[src/rtl/ddram_arb.sv]
// DDR3 port arbiter/sequencer: CPU single-beat R/W (A) against a read-only burst fetcher (B).
// Build with DDRAM_ARB_STARVE_EN defined to force a B grant after STARVE_MAX back-to-back A grants.
module ddram_arb #(
    parameter int STARVE_MAX = 16
) (
    input  logic        clk,
    input  logic        rst,

    input  logic        a_req,
    input  logic        a_we,
    input  logic [28:0] a_addr,
    input  logic [63:0] a_din,
    input  logic [7:0]  a_be,
    output logic [63:0] a_dout,
    output logic        a_ack,

    input  logic        b_req,
    input  logic [28:0] b_addr,
    input  logic [7:0]  b_len,
    output logic [63:0] b_dout,
    output logic        b_valid,
    output logic        b_done,

    output logic        DDRAM_CLK,
    input  logic        DDRAM_BUSY,
    output logic [7:0]  DDRAM_BURSTCNT,
    output logic [28:0] DDRAM_ADDR,
    input  logic [63:0] DDRAM_DOUT,
    input  logic        DDRAM_DOUT_READY,
    output logic        DDRAM_RD,
    output logic [63:0] DDRAM_DIN,
    output logic [7:0]  DDRAM_BE,
    output logic        DDRAM_WE
);

    typedef enum logic [2:0] {IDLE, A_WR, A_RD, A_RDW, B_RD, B_RDW, HOLD} state_t;

    state_t     state;
    logic [7:0] beat_cnt;
    logic       starved;
    logic       grant_a;
    logic       grant_b;

    assign DDRAM_CLK = clk;

`ifdef DDRAM_ARB_STARVE_EN
    logic [7:0] starve_cnt;

    assign starved = int'(starve_cnt) >= STARVE_MAX;

    // Counts A grants made while B waits; any idle B request level restarts the count.
    always_ff @(posedge clk) begin
        if (rst || !b_req)
            starve_cnt <= 8'd0;
        else if (state == IDLE && grant_b)
            starve_cnt <= 8'd0;
        else if (state == IDLE && grant_a && starve_cnt != 8'hFF)
            starve_cnt <= starve_cnt + 8'd1;
    end
`else
    // Fixed priority: B is never forced ahead of A.
    assign starved = (STARVE_MAX < 0);
`endif

    assign grant_b = b_req && (!a_req || starved);
    assign grant_a = a_req && !grant_b;

    always_ff @(posedge clk) begin
        if (rst) begin
            state          <= IDLE;
            beat_cnt       <= 8'd0;
            a_dout         <= 64'd0;
            a_ack          <= 1'b0;
            b_dout         <= 64'd0;
            b_valid        <= 1'b0;
            b_done         <= 1'b0;
            DDRAM_BURSTCNT <= 8'd0;
            DDRAM_ADDR     <= 29'd0;
            DDRAM_RD       <= 1'b0;
            DDRAM_DIN      <= 64'd0;
            DDRAM_BE       <= 8'd0;
            DDRAM_WE       <= 1'b0;
        end else begin
            a_ack   <= 1'b0;
            b_valid <= 1'b0;
            b_done  <= 1'b0;
            case (state)
                IDLE: begin
                    if (grant_b) begin
                        DDRAM_ADDR     <= b_addr;
                        DDRAM_BURSTCNT <= b_len;
                        DDRAM_RD       <= (b_len != 8'd0);
                        state          <= B_RD;
                    end else if (grant_a) begin
                        DDRAM_ADDR     <= a_addr;
                        DDRAM_BURSTCNT <= 8'd1;
                        DDRAM_DIN      <= a_din;
                        DDRAM_BE       <= a_be;
                        DDRAM_WE       <= a_we;
                        DDRAM_RD       <= !a_we;
                        state          <= a_we ? A_WR : A_RD;
                    end
                end
                A_WR: begin
                    if (!DDRAM_BUSY) begin
                        DDRAM_WE <= 1'b0;
                        a_ack    <= 1'b1;
                        state    <= HOLD;
                    end
                end
                A_RD: begin
                    if (!DDRAM_BUSY) begin
                        DDRAM_RD <= 1'b0;
                        state    <= A_RDW;
                    end
                end
                A_RDW: begin
                    if (DDRAM_DOUT_READY) begin
                        a_dout <= DDRAM_DOUT;
                        a_ack  <= 1'b1;
                        state  <= HOLD;
                    end
                end
                B_RD: begin
                    // Zero-length burst completes without touching the DDR port.
                    if (DDRAM_BURSTCNT == 8'd0) begin
                        b_done <= 1'b1;
                        state  <= HOLD;
                    end else if (!DDRAM_BUSY) begin
                        DDRAM_RD <= 1'b0;
                        beat_cnt <= DDRAM_BURSTCNT;
                        state    <= B_RDW;
                    end
                end
                B_RDW: begin
                    if (DDRAM_DOUT_READY) begin
                        b_valid  <= 1'b1;
                        b_dout   <= DDRAM_DOUT;
                        beat_cnt <= beat_cnt - 8'd1;
                        if (beat_cnt == 8'd1) begin
                            b_done <= 1'b1;
                            state  <= HOLD;
                        end
                    end
                end
                HOLD:    state <= IDLE;
                default: state <= IDLE;
            endcase
        end
    end

endmodule
[config.mk]
export PLATFORM = sky130hd
export DESIGN_NAME = ddram_arb
export DESIGN_NICKNAME = d
export VERILOG_FILES = /design/src/rtl/ddram_arb.sv
export SDC_FILE = /design/constraint.sdc
export NUM_CORES = 1
export LEC_CHECK = 0
export CAP_MARGIN = 15
export CORE_AREA = 3 3 175 177
export DETAILED_ROUTE_END_ITERATION = 10
export DIE_AREA = 0 0 178 180
export GPL_TIMING_DRIVEN = 1
export HOLD_SLACK_MARGIN = 0.15
export PLACE_DENSITY = 0.66
export SLEW_MARGIN = 20
export SYNTH_ARGS = -nofsm -noshare
export SYNTH_HDL_FRONTEND = slang
export SYNTH_SLANG_ARGS = --single-unit
[constraint.sdc]
create_clock -name clk -period 4.5 [get_ports clk]
set_input_delay 0.45 -clock clk [delete_from_list [all_inputs] [get_ports clk]]
set_output_delay 0.45 -clock clk [all_outputs]
set_load 0.05 [all_outputs]
==> impl_results.md <==
- Vias in the first global route: 9376
- Unique masters post-synth: 49
- Tot Pwr: 8.11 mW
- Layout Nets: 1829
- Critical path depth: 3
- Std cell rows: 63
- Number of antenna violations at the first check in global routing: 1
- Final worst-path setup slack: 860 ps
- Die Ht: 180 um
- Number of synthesized flops with an enable pin: 0
- Initial Util: 32.4%
- Share of layout cells above drive strength 1: 4.95%
- Hold path depth: 2
- Tightest Pin Transition: 1160 ps
- CTS clk-pin slew, worst paths: 60 ps
- Crit Path Class: clk -> out
- First-pass GRT wire length: 52600 um
- CTS tree: done
- Die W: 178 um
- CP bufs+invs: 3
- Clock Skew: 15.0 ps
- Initial drt markers: 656
- Ys flop type: dfxtp_1
- DRT Pass-1 Iters: 5
- Data required time of the critical path: 4050 ps
- Rel. slew slack: 22.7%
- Yosys warnings: 0
- Hold_buf cts: 0
- RSZ-0062 raised after global routing: false
- Worst VDD drop: 0.000427 V
- Crit path max-delay cell type: clkdlybuf4s50_1
- Number of fill cells: 2766
- Synthesized instance count: 1216
- Port bufs: 451
- FF+latch area: 0.00506 mm2
- Worst path arrival time: 3190 ps
- Pins Over Slew Limit: 0
- Area of the die: 0.0320 mm2
- Final hold violation count: 0
- Gpl congestion: 0.862
- Area Overhead vs Synth: 60.5%
- IO Pins: 452
- Status: completed
- Post-CTS Repair Setup Buffers: 0
- Dpl hpwl: 24400 um
- Worst Hold Class: in -> reg
- Hold Path Origin: rst
- Drt drc: 0
- Async set-reset flop share out of synthesis: 0%
- Routed vias: 9696
- Remaining Overflow, GRT: 0
- Core ar.: 0.0294 mm2
- CP top delay family: buffers and inverters
- Post-CTS Resized: 0
- Vias per cell: 4.78
- Synthesized area per cell: 7.83 um2
- Worst Reg-to-Reg Cells: 6
- Routed wire length: 34400 um
- Leakage power: 5.38 nW
- Area of the multi-input gates: 0.00402 mm2
- Critical Path Source Type: clock port
- DR WL/cell: 17.0 um
- Max-cap viol count: 0
- Worst reg2reg path startpoint: state[2]$_SDFFE_PP0P_
- Sequential fraction of the synthesis area: 53.2%
- Worst path cell trace: clkbuf_16, clkbuf_16, clkdlybuf4s50_1
- #FFs+latches synth: 253
- Post-Synthesis Net Count: 1427
- Gr usage total: 20.4%
- CP peak stage delay: 690 ps
- Crit path launch: clk
- Placed Cells: 1975
- Largest net degree at the start of global routing: 196
- Synth Cell Area: 0.00953 mm2
- Post-route ant nets: 0
- Dpl ws: 1130 ps
- Clock Latency Late Sink: 650 ps
- Endpoints failing setup: 0
- Diode count: 0
- Crit. End Element: primary output
- Top cell by count, worst path: clkbuf_16
- Setup total negative slack: 0 ps
- Pwr dens: 531 mW/mm2
- Non-Filler Instances: 2028
- Largest fanout on the critical path: 2
==> layout by cell type (no fill, tap or decap), drive strengths merged, types with 2 or more instances in the layout <==
master         count
nand2            478
clkdlybuf4s50    450
dfxtp            253
a21oi            219
nor2              54
clkbuf            46
a311oi            29
o21ai             12
buf               11
nand3              8
a22oi              7
nand2b             6
inv                6
a21o               5
nor4               5
clkinv             5
nor2b              5
mux2i              4
bufinv             4
nor3               4
o32ai              3
and2               3
and3               3
a21boi             2
ha                 2
==> cells in the mapped netlist, drive strengths merged (2+ instances only) <==
cell type / number / share of area (%)
nor3: 4 / 0.38
a21boi: 2 / 0.16
nor2b: 5 / 0.41
nor2: 54 / 2.2
buf: 41 / 2.6
nand3: 8 / 0.42
and3: 3 / 0.20
and2: 3 / 0.20
a22oi: 7 / 0.55
a311oi: 29 / 2.7
nand2b: 6 / 0.39
inv: 6 / 0.24
nand2: 478 / 19
o21ai: 12 / 0.67
ha: 2 / 0.26
clkbuf: 52 / 2.0
nor4: 5 / 0.46
a21oi: 219 / 12
dfxtp: 253 / 53
a21o: 5 / 0.47
o32ai: 3 / 0.28
mux2i: 4 / 0.42
==> routing by layer <==
| layer | GRT usage (%) | share of wire, % | vias to the layer above |
|---|---|---|---|
| met2 | 34.0 | 47 | 385 |
| met5 | 0 | 0.038 | - |
| met1 | 24.8 | 40 | 4436 |
| met4 | 7.13 | 3.2 | 2 |
| met3 | 6.17 | 9.3 | 76 |
| li1 | - | - | 4797 |
==> cell type report <==
class / instances / share of cell area, %
Clock buffer: 46 / 6.01
Clock inverter: 8 / 0.990
Inverter: 7 / 0.172
Multi-Input combinational cell: 863 / 26.3
Sequential cell: 253 / 33.1
Tap cell: 390 / 3.19
Timing Repair Buffer: 461 / 30.2
==> path summary, 6_finish.rpt <==
kind                                    endpoint  slack, ps
setup reg to reg         b_dout[59]$_SDFFE_PP0P_       1740
hold / removal    DDRAM_BURSTCNT[7]$_SDFFE_PP0P_        270
hold reg to reg       DDRAM_DIN[52]$_SDFFE_PP0P_        450
setup / recovery                       DDRAM_CLK        860
==> per-stage QoR <==
step           util (%)  hold slack [ps]  cell area (um2)
6_report           52.0              267            15300
5_1_grt            52.0              278            15300
4_1_cts            52.0              227            15300
3_5_place_dp       48.4              446            14200
3_3_place_gp       48.3              441            14200
2_1_floorplan         -              462             9530
==> registers in the layout (all words and copies together), names as in the netlist <==
register	cells
DDRAM_WE	1
a_ack	1
b_done	1
b_valid	1
DDRAM_DIN	64
DDRAM_BE	8
DDRAM_BURSTCNT	8
a_dout	64
b_dout	64
state	3
beat_cnt	8
DDRAM_ADDR	29
DDRAM_RD	1
==> report_power, final <==
part / switching (mW) / total [mW] / internal [mW]
Combinational: 1.82 / 2.77 / 0.958
Clock: 0.975 / 2.60 / 1.63
Sequential: 0.210 / 2.74 / 2.52
==> cell families (layout without fill, tap and decap cells) <==
logic type / count (synthesis) / after routing / synth area share (%)
multiplexers: 4 / 4 / 0.420
buffers and inverters: 100 / 522 / 4.93
flip-flops: 253 / 253 / 53.2
AO/OA/AOI/OAI: 284 / 284 / 16.9
adder cells (fa/ha/maj): 2 / 2 / 0.263
AND/OR/NAND/NOR: 573 / 573 / 24.3
==> worst reg2reg max path: stages (launching register included) <==
cell and delay [ps]:
dfxtp_1 640, nand2b_1 300, nor2_2 330, and2_2 620
buf_4 500, nand2_1 130, a21oi_1 160
(Power assumes the default switching activity.)
